**src/rtl/wb_writer_pkg.sv**
```systemverilog
// Shared widths and the queued write-request record for the writeback path.
package wb_writer_pkg;

    localparam int unsigned REG_ADDR_W    = 5;
    localparam int unsigned DATA_W        = 32;
    localparam int unsigned DEPTH_DEFAULT = 4;

    // One pending register-file write: destination register and its value.
    typedef struct packed {
        logic [REG_ADDR_W-1:0] rd;
        logic [DATA_W-1:0]     data;
    } wb_req_t;

endpackage

```
**src/rtl/wb_fifo.sv**
```systemverilog
// Request queue for the writeback unit: storage, pointers, occupancy and flush.
// Per-entry valid bits let the top scan queued destinations for hazards.
module wb_fifo
    import wb_writer_pkg::*;
#(
    parameter int unsigned DEPTH = DEPTH_DEFAULT,
    localparam int unsigned PTR_W = $clog2(DEPTH),
    localparam int unsigned CNT_W = $clog2(DEPTH + 1)
) (
    input  logic                  CLK,
    input  logic                  CLR,
    input  logic                  i_push,
    input  logic                  i_pop,
    input  logic                  i_flush,
    input  wb_req_t               i_wdata,
    output wb_req_t               o_head,
    output logic [CNT_W-1:0]      o_count,
    output logic [DEPTH-1:0]      o_valid,
    output logic [REG_ADDR_W-1:0] o_regs [DEPTH]
);

    wb_req_t          r_mem [DEPTH];
    logic [DEPTH-1:0] r_valid;
    logic [PTR_W-1:0] r_wptr;
    logic [PTR_W-1:0] r_rptr;
    logic [CNT_W-1:0] r_count;

    logic w_push;
    logic w_pop;

    // Flush wins over both push and pop; push is refused when full, pop when empty.
    assign w_push = i_push && !i_flush && (r_count != CNT_W'(DEPTH));
    assign w_pop  = i_pop && !i_flush && (r_count != '0);

    // Entry payload storage; deliberately left unreset, validity lives in r_valid.
    always_ff @(posedge CLK) begin
        if (w_push) begin
            r_mem[r_wptr] <= i_wdata;
        end
    end

    // Pointer, occupancy and valid-bit bookkeeping; pointers wrap modulo DEPTH.
    always_ff @(posedge CLK or negedge CLR) begin
        if (!CLR) begin
            r_valid <= '0;
            r_wptr  <= '0;
            r_rptr  <= '0;
            r_count <= '0;
        end else if (i_flush) begin
            r_valid <= '0;
            r_wptr  <= '0;
            r_rptr  <= '0;
            r_count <= '0;
        end else begin
            if (w_pop) begin
                r_valid[r_rptr] <= 1'b0;
                r_rptr          <= r_rptr + 1'b1;
            end
            if (w_push) begin
                r_valid[r_wptr] <= 1'b1;
                r_wptr          <= r_wptr + 1'b1;
            end
            case ({w_push, w_pop})
                2'b10:   r_count <= r_count + 1'b1;
                2'b01:   r_count <= r_count - 1'b1;
                default: r_count <= r_count;
            endcase
        end
    end

    // Expose every entry's destination for the hazard comparators.
    always_comb begin
        for (int unsigned i = 0; i < DEPTH; i++) begin
            o_regs[i] = r_mem[i].rd;
        end
    end

    assign o_head  = r_mem[r_rptr];
    assign o_count = r_count;
    assign o_valid = r_valid;

endmodule

```
**src/rtl/wb_writer.sv**
```systemverilog
// Writeback unit: queues result writes, drains one per cycle into the register
// file through a registered port, and flags registers with a write still pending.
module wb_writer
    import wb_writer_pkg::*;
#(
    parameter int unsigned DEPTH = DEPTH_DEFAULT,
    localparam int unsigned CNT_W = $clog2(DEPTH + 1)
) (
    input  logic                  CLK,
    input  logic                  CLR,
    input  logic                  in_valid,
    output logic                  in_ready,
    input  logic [REG_ADDR_W-1:0] in_reg,
    input  logic [DATA_W-1:0]     in_data,
    input  logic                  flush,
    input  logic [REG_ADDR_W-1:0] chk_reg_a,
    input  logic [REG_ADDR_W-1:0] chk_reg_b,
    output logic                  busy_a,
    output logic                  busy_b,
    output logic                  WE,
    output logic [REG_ADDR_W-1:0] WriteReg,
    output logic [DATA_W-1:0]     WriteData,
    output logic [CNT_W-1:0]      count
);

    wb_req_t               w_req;
    wb_req_t               w_head;
    logic [CNT_W-1:0]      w_count;
    logic [DEPTH-1:0]      w_valid;
    logic [REG_ADDR_W-1:0] w_regs [DEPTH];
    logic                  w_push;
    logic                  w_pop;

    // Ready depends only on state and flush, never on in_valid.
    assign in_ready = (w_count < CNT_W'(DEPTH)) && !flush;
    // Writes to register 0 are accepted but never enter the queue.
    assign w_push   = in_valid && in_ready && (in_reg != '0);
    assign w_pop    = (w_count != '0) && !flush;
    assign w_req    = '{rd: in_reg, data: in_data};
    assign count    = w_count;

    wb_fifo #(
        .DEPTH (DEPTH)
    ) u_fifo (
        .CLK     (CLK),
        .CLR     (CLR),
        .i_push  (w_push),
        .i_pop   (w_pop),
        .i_flush (flush),
        .i_wdata (w_req),
        .o_head  (w_head),
        .o_count (w_count),
        .o_valid (w_valid),
        .o_regs  (w_regs)
    );

    // Registered register-file port; address/data hold their last value when idle.
    always_ff @(posedge CLK or negedge CLR) begin
        if (!CLR) begin
            WE        <= 1'b0;
            WriteReg  <= '0;
            WriteData <= '0;
        end else if (w_pop) begin
            WE        <= 1'b1;
            WriteReg  <= w_head.rd;
            WriteData <= w_head.data;
        end else begin
            WE        <= 1'b0;
        end
    end

    // Hazard probes: a register is busy if queued or currently being written.
    always_comb begin
        busy_a = WE && (WriteReg == chk_reg_a);
        busy_b = WE && (WriteReg == chk_reg_b);
        for (int unsigned i = 0; i < DEPTH; i++) begin
            if (w_valid[i] && (w_regs[i] == chk_reg_a)) begin
                busy_a = 1'b1;
            end
            if (w_valid[i] && (w_regs[i] == chk_reg_b)) begin
                busy_b = 1'b1;
            end
        end
        if (chk_reg_a == '0) begin
            busy_a = 1'b0;
        end
        if (chk_reg_b == '0) begin
            busy_b = 1'b0;
        end
    end

endmodule

```
**config.mk**
```make
export PLATFORM = sky130hd
export DESIGN_NAME = wb_writer
export DESIGN_NICKNAME = d
export VERILOG_FILES = /design/src/rtl/wb_writer_pkg.sv /design/src/rtl/wb_fifo.sv /design/src/rtl/wb_writer.sv
export SDC_FILE = /design/constraint.sdc
export NUM_CORES = 1
export LEC_CHECK = 0
export CAP_MARGIN = 0
export CELL_PAD_IN_SITES_DETAIL_PLACEMENT = 2
export CELL_PAD_IN_SITES_GLOBAL_PLACEMENT = 2
export CORE_ASPECT_RATIO = 0.7
export CORE_MARGIN = 10
export CORE_UTILIZATION = 45
export CTS_BUF_LIST = sky130_fd_sc_hd__clkbuf_4 sky130_fd_sc_hd__clkbuf_8 sky130_fd_sc_hd__clkbuf_16
export DETAILED_ROUTE_END_ITERATION = 16
export GPL_TIMING_DRIVEN = 0
export HOLD_SLACK_MARGIN = 0.02
export PLACE_DENSITY = 0.88
export SLEW_MARGIN = 0
export SYNTH_ARGS = -nofsm -noshare
export SYNTH_HDL_FRONTEND = slang
export SYNTH_SLANG_ARGS = --single-unit
```
**constraint.sdc**
```tcl
create_clock -name CLK -period 3.8 [get_ports CLK]
set_input_delay 0.76 -clock CLK [delete_from_list [all_inputs] [get_ports CLK]]
set_output_delay 0.76 -clock CLK [all_outputs]
set_load 0.005 [all_outputs]
```
==> out/metrics.yaml <==
outcome:
  status: "completed"
floorplanning:
  fp-row-count: 40
  die_area_um2: 23700
  coreArea_um2: 17400
  ios: 95
  die_h_um: 132
  start_util_pct: 46.3
  die_x_um: 180
timing:
  fin_crit_ns: 3.46
  final-setup-viol-count: 0
  period_share_pct: 91.1
  worst_pin_slew_ns: 0.812
  final-max-slew-violation-count: 0
  tns_ns: 0
  max_freq_mhz: 289
  fin_ws_ns: 0.337
  grt_setup_unrepaired: "no"
  maxSlewHeadroom_pct: 45.8
  hold_viol_final: 0
  fin_skew_ns: 0.00918
  whs_ns: 0.342
synth:
  synth_edf_count: 148
  yosysMostFrequentCell: "edfxtp_1"
  ys.flop_type: "edfxtp_1"
  yosysTopAreaCell: "edfxtp_1"
  synth_cells: 428
  ys_ff_latch: 197
  synth-warning-count: 0
  syn-cell-area_um2: 8050
  synth_cell_types: 27
  avgSynthCellArea_um2: 18.8
  ys_async_sr_fraction_pct: 24.9
  seq_area_frac_synth_pct: 70.5
  ys_top_cells_by_count: "edfxtp_1, dfrtp_1, xor2_1"
  synth_top_area_share_pct: 55.2
  synth_area_leaders: "edfxtp_1, dfrtp_1, mux4_2"
  syn-num-nets: 488
global_routing:
  antenna_found_initial: 0
  grt.overflow.total: 0
  grt_pass1_wl_um: 33900
  grt_pass1_vias: 5103
  gr-usage-all-layers_pct: 19.1
  grt_start_max_net_pins: 39
finish:
  fin_nets: 592
  fin_area_um2: 9810
  postLayoutCoreUtil_pct: 56.5
  area_delta_synth_final_pct: 21.9
  antennaDiodeCount: 0
  drive_gt1_share_pct: 22.9
  fin_cells: 776
setup_path:
  path_cells: "clkbuf_1, xor2_1, nor4_1, nand3_1, nand3_1, o22a_1, clkdlybuf4s50_1"
  crit_top_cell: "nand3_1"
  endpoint_kind: "output pin"
  cp.arrival_ns: 2.70
  slowest_stage: "clkdlybuf4s50_1"
  start_kind: "input port"
  worst-setup-path-type: "in2out"
  slowest_delay_ns: 0.50
  crit_fanout: 6
  cp.required_ns: 3.04
placement:
  place_hpwl_um: 15000
  place_congestion: 0.837
  pre_cts_slack_ns: 0.264
  dpl_cell_area_um2: 9190
  dp_cells: 744
  numPortBuffers: 84
cts:
  cts_resized: 0
  clk_pin_slew_ns: 0.08
  cts_tree: "done"
  clock_path_buffers: 2
  cts_inserted_buffers: 17
  insertion_delay_ns: 0.44
  cts_root_buf: "clkbuf_16"
  cts_setup_buffers: 0
  hold_buffers: 0
  cts.sinks: 197
  cts_max_level: 4
power:
  fin_total_pwr_mw: 6.67
  irDropWorstVdd_mv: 0.378
  power.leakage_nw: 3.39
  power.density_nw_per_um2: 680
route:
  detailedRoute.firstPassIterationCount: 4
  ant_nets: 0
  vias_per_cell: 5.55
  drt_wl_total_um: 22400
  vias: 4306
  wl_per_cell_um: 28.8
  drt-initial-drc-count: 311
  drcViolationCount: 0
worst_hold_path:
  worstHoldPathType: "in2async"
run:
  cap_violations: 0
-- worst paths after layout --
| kind | startpoint | endpoint | slack [ns] | depth (start not counted) |
|---|---|---|---|---|
| worst max register to register | u_fifo.o_count[1]$_DFFE_PN0P_ | u_fifo.o_count[1]$_DFFE_PN0P_ | 1.63 | 4 |
| worst min-delay path | CLR | WriteReg[2]$_DFFE_PN0P_ | 0.34 | 1 |
| max in group asynchronous | CLR | WriteData[22]$_DFFE_PN0P_ | 2.85 | 2 |
| min in group CLK | WriteData[29]$_DFFE_PN0P_ | WriteData[29]$_DFFE_PN0P_ | 0.51 | 1 |
| worst max-delay path | chk_reg_a[1] | busy_a | 0.34 | 7 |
| worst min register to register | WriteData[29]$_DFFE_PN0P_ | WriteData[29]$_DFFE_PN0P_ | 0.51 | 1 |
-- critical path: cells and delay by family --
family / cells / cell delay, ns
and+or+nand+nor: 3 / 0.76
xor gates and xnor gates: 1 / 0.17
buffers and inverters: 2 / 0.83
AOI/OAI and AO/OA: 1 / 0.18
-- layer usage --
| metal | part of all wire (%) | track usage [%] | vias up |
|---|---|---|---|
| met1 | 42 | 23.8 | 2300 |
| met2 | 51 | 32.0 | 138 |
| met4 | 1.3 | 6.18 | 0 |
| li1 | - | - | 1844 |
| met3 | 5.6 | 4.80 | 24 |
| met5 | 0 | 0 | - |
-- power breakdown --
part	internal (mW)	switching, mW	total (mW)	leakage (nW)
combinational	1.09	0.806	1.90	1.16
sequential	2.62	0.252	2.87	1.94
clock	1.01	0.891	1.90	0.300
total	4.72	1.95	6.67	3.39
-- cells by family after synthesis --
family / after synthesis / share of synthesized area, %
buffers and inverters: 28 / 1.88
AND/OR/NAND/NOR: 54 / 3.50
flip-flops: 197 / 70.5
XOR/XNOR: 55 / 5.99
adder cells (fa/ha/maj): 9 / 1.49
multiplexers: 76 / 15.8
AO/OA/AOI/OAI: 9 / 0.855
-- final cells by class --
class                   count  area (um^2)
plain buffers              24          136
clock buffers              18          433
clock inverters            14          184
fillers                  1480         7560
inverters                   4         15.0
multi-input cells         203         2220
flip-flops and latches    197         5670
well taps                 231          289
repair buffers             85          856
-- state kept, by name (all words and copies together), names as in the netlist --
signal and cells:
WE 1, WriteData 32, u_fifo.r_rptr 2, u_fifo.o_valid 4, u_fifo.r_mem 148, WriteReg 5, u_fifo.r_wptr 2, u_fifo.o_count 3
-- placed cells by master (no fill, tap or decap), types with 2 or more instances in the layout --
| cell type | instances |
|---|---|
| clkbuf_16 | 17 |
| dfrtp_1 | 49 |
| mux4_2 | 37 |
| a21oi_1 | 5 |
| ha_1 | 8 |
| clkbuf_1 | 14 |
| mux2_2 | 38 |
| o22a_1 | 2 |
| nor3_1 | 2 |
| xnor2_1 | 15 |
| inv_1 | 4 |
| bufinv_16 | 2 |
| edfxtp_1 | 148 |
| nor2_1 | 14 |
| and2_4 | 4 |
| nand2_1 | 7 |
| buf_2 | 5 |
| nand3_1 | 12 |
| xor2_1 | 40 |
| nor4_1 | 10 |
| or4_1 | 3 |
| inv_6 | 6 |
| clkinv_8 | 2 |
| buf_6 | 5 |
| clkdlybuf4s50_1 | 83 |
| inv_8 | 2 |
(Power assumes the default switching activity.)
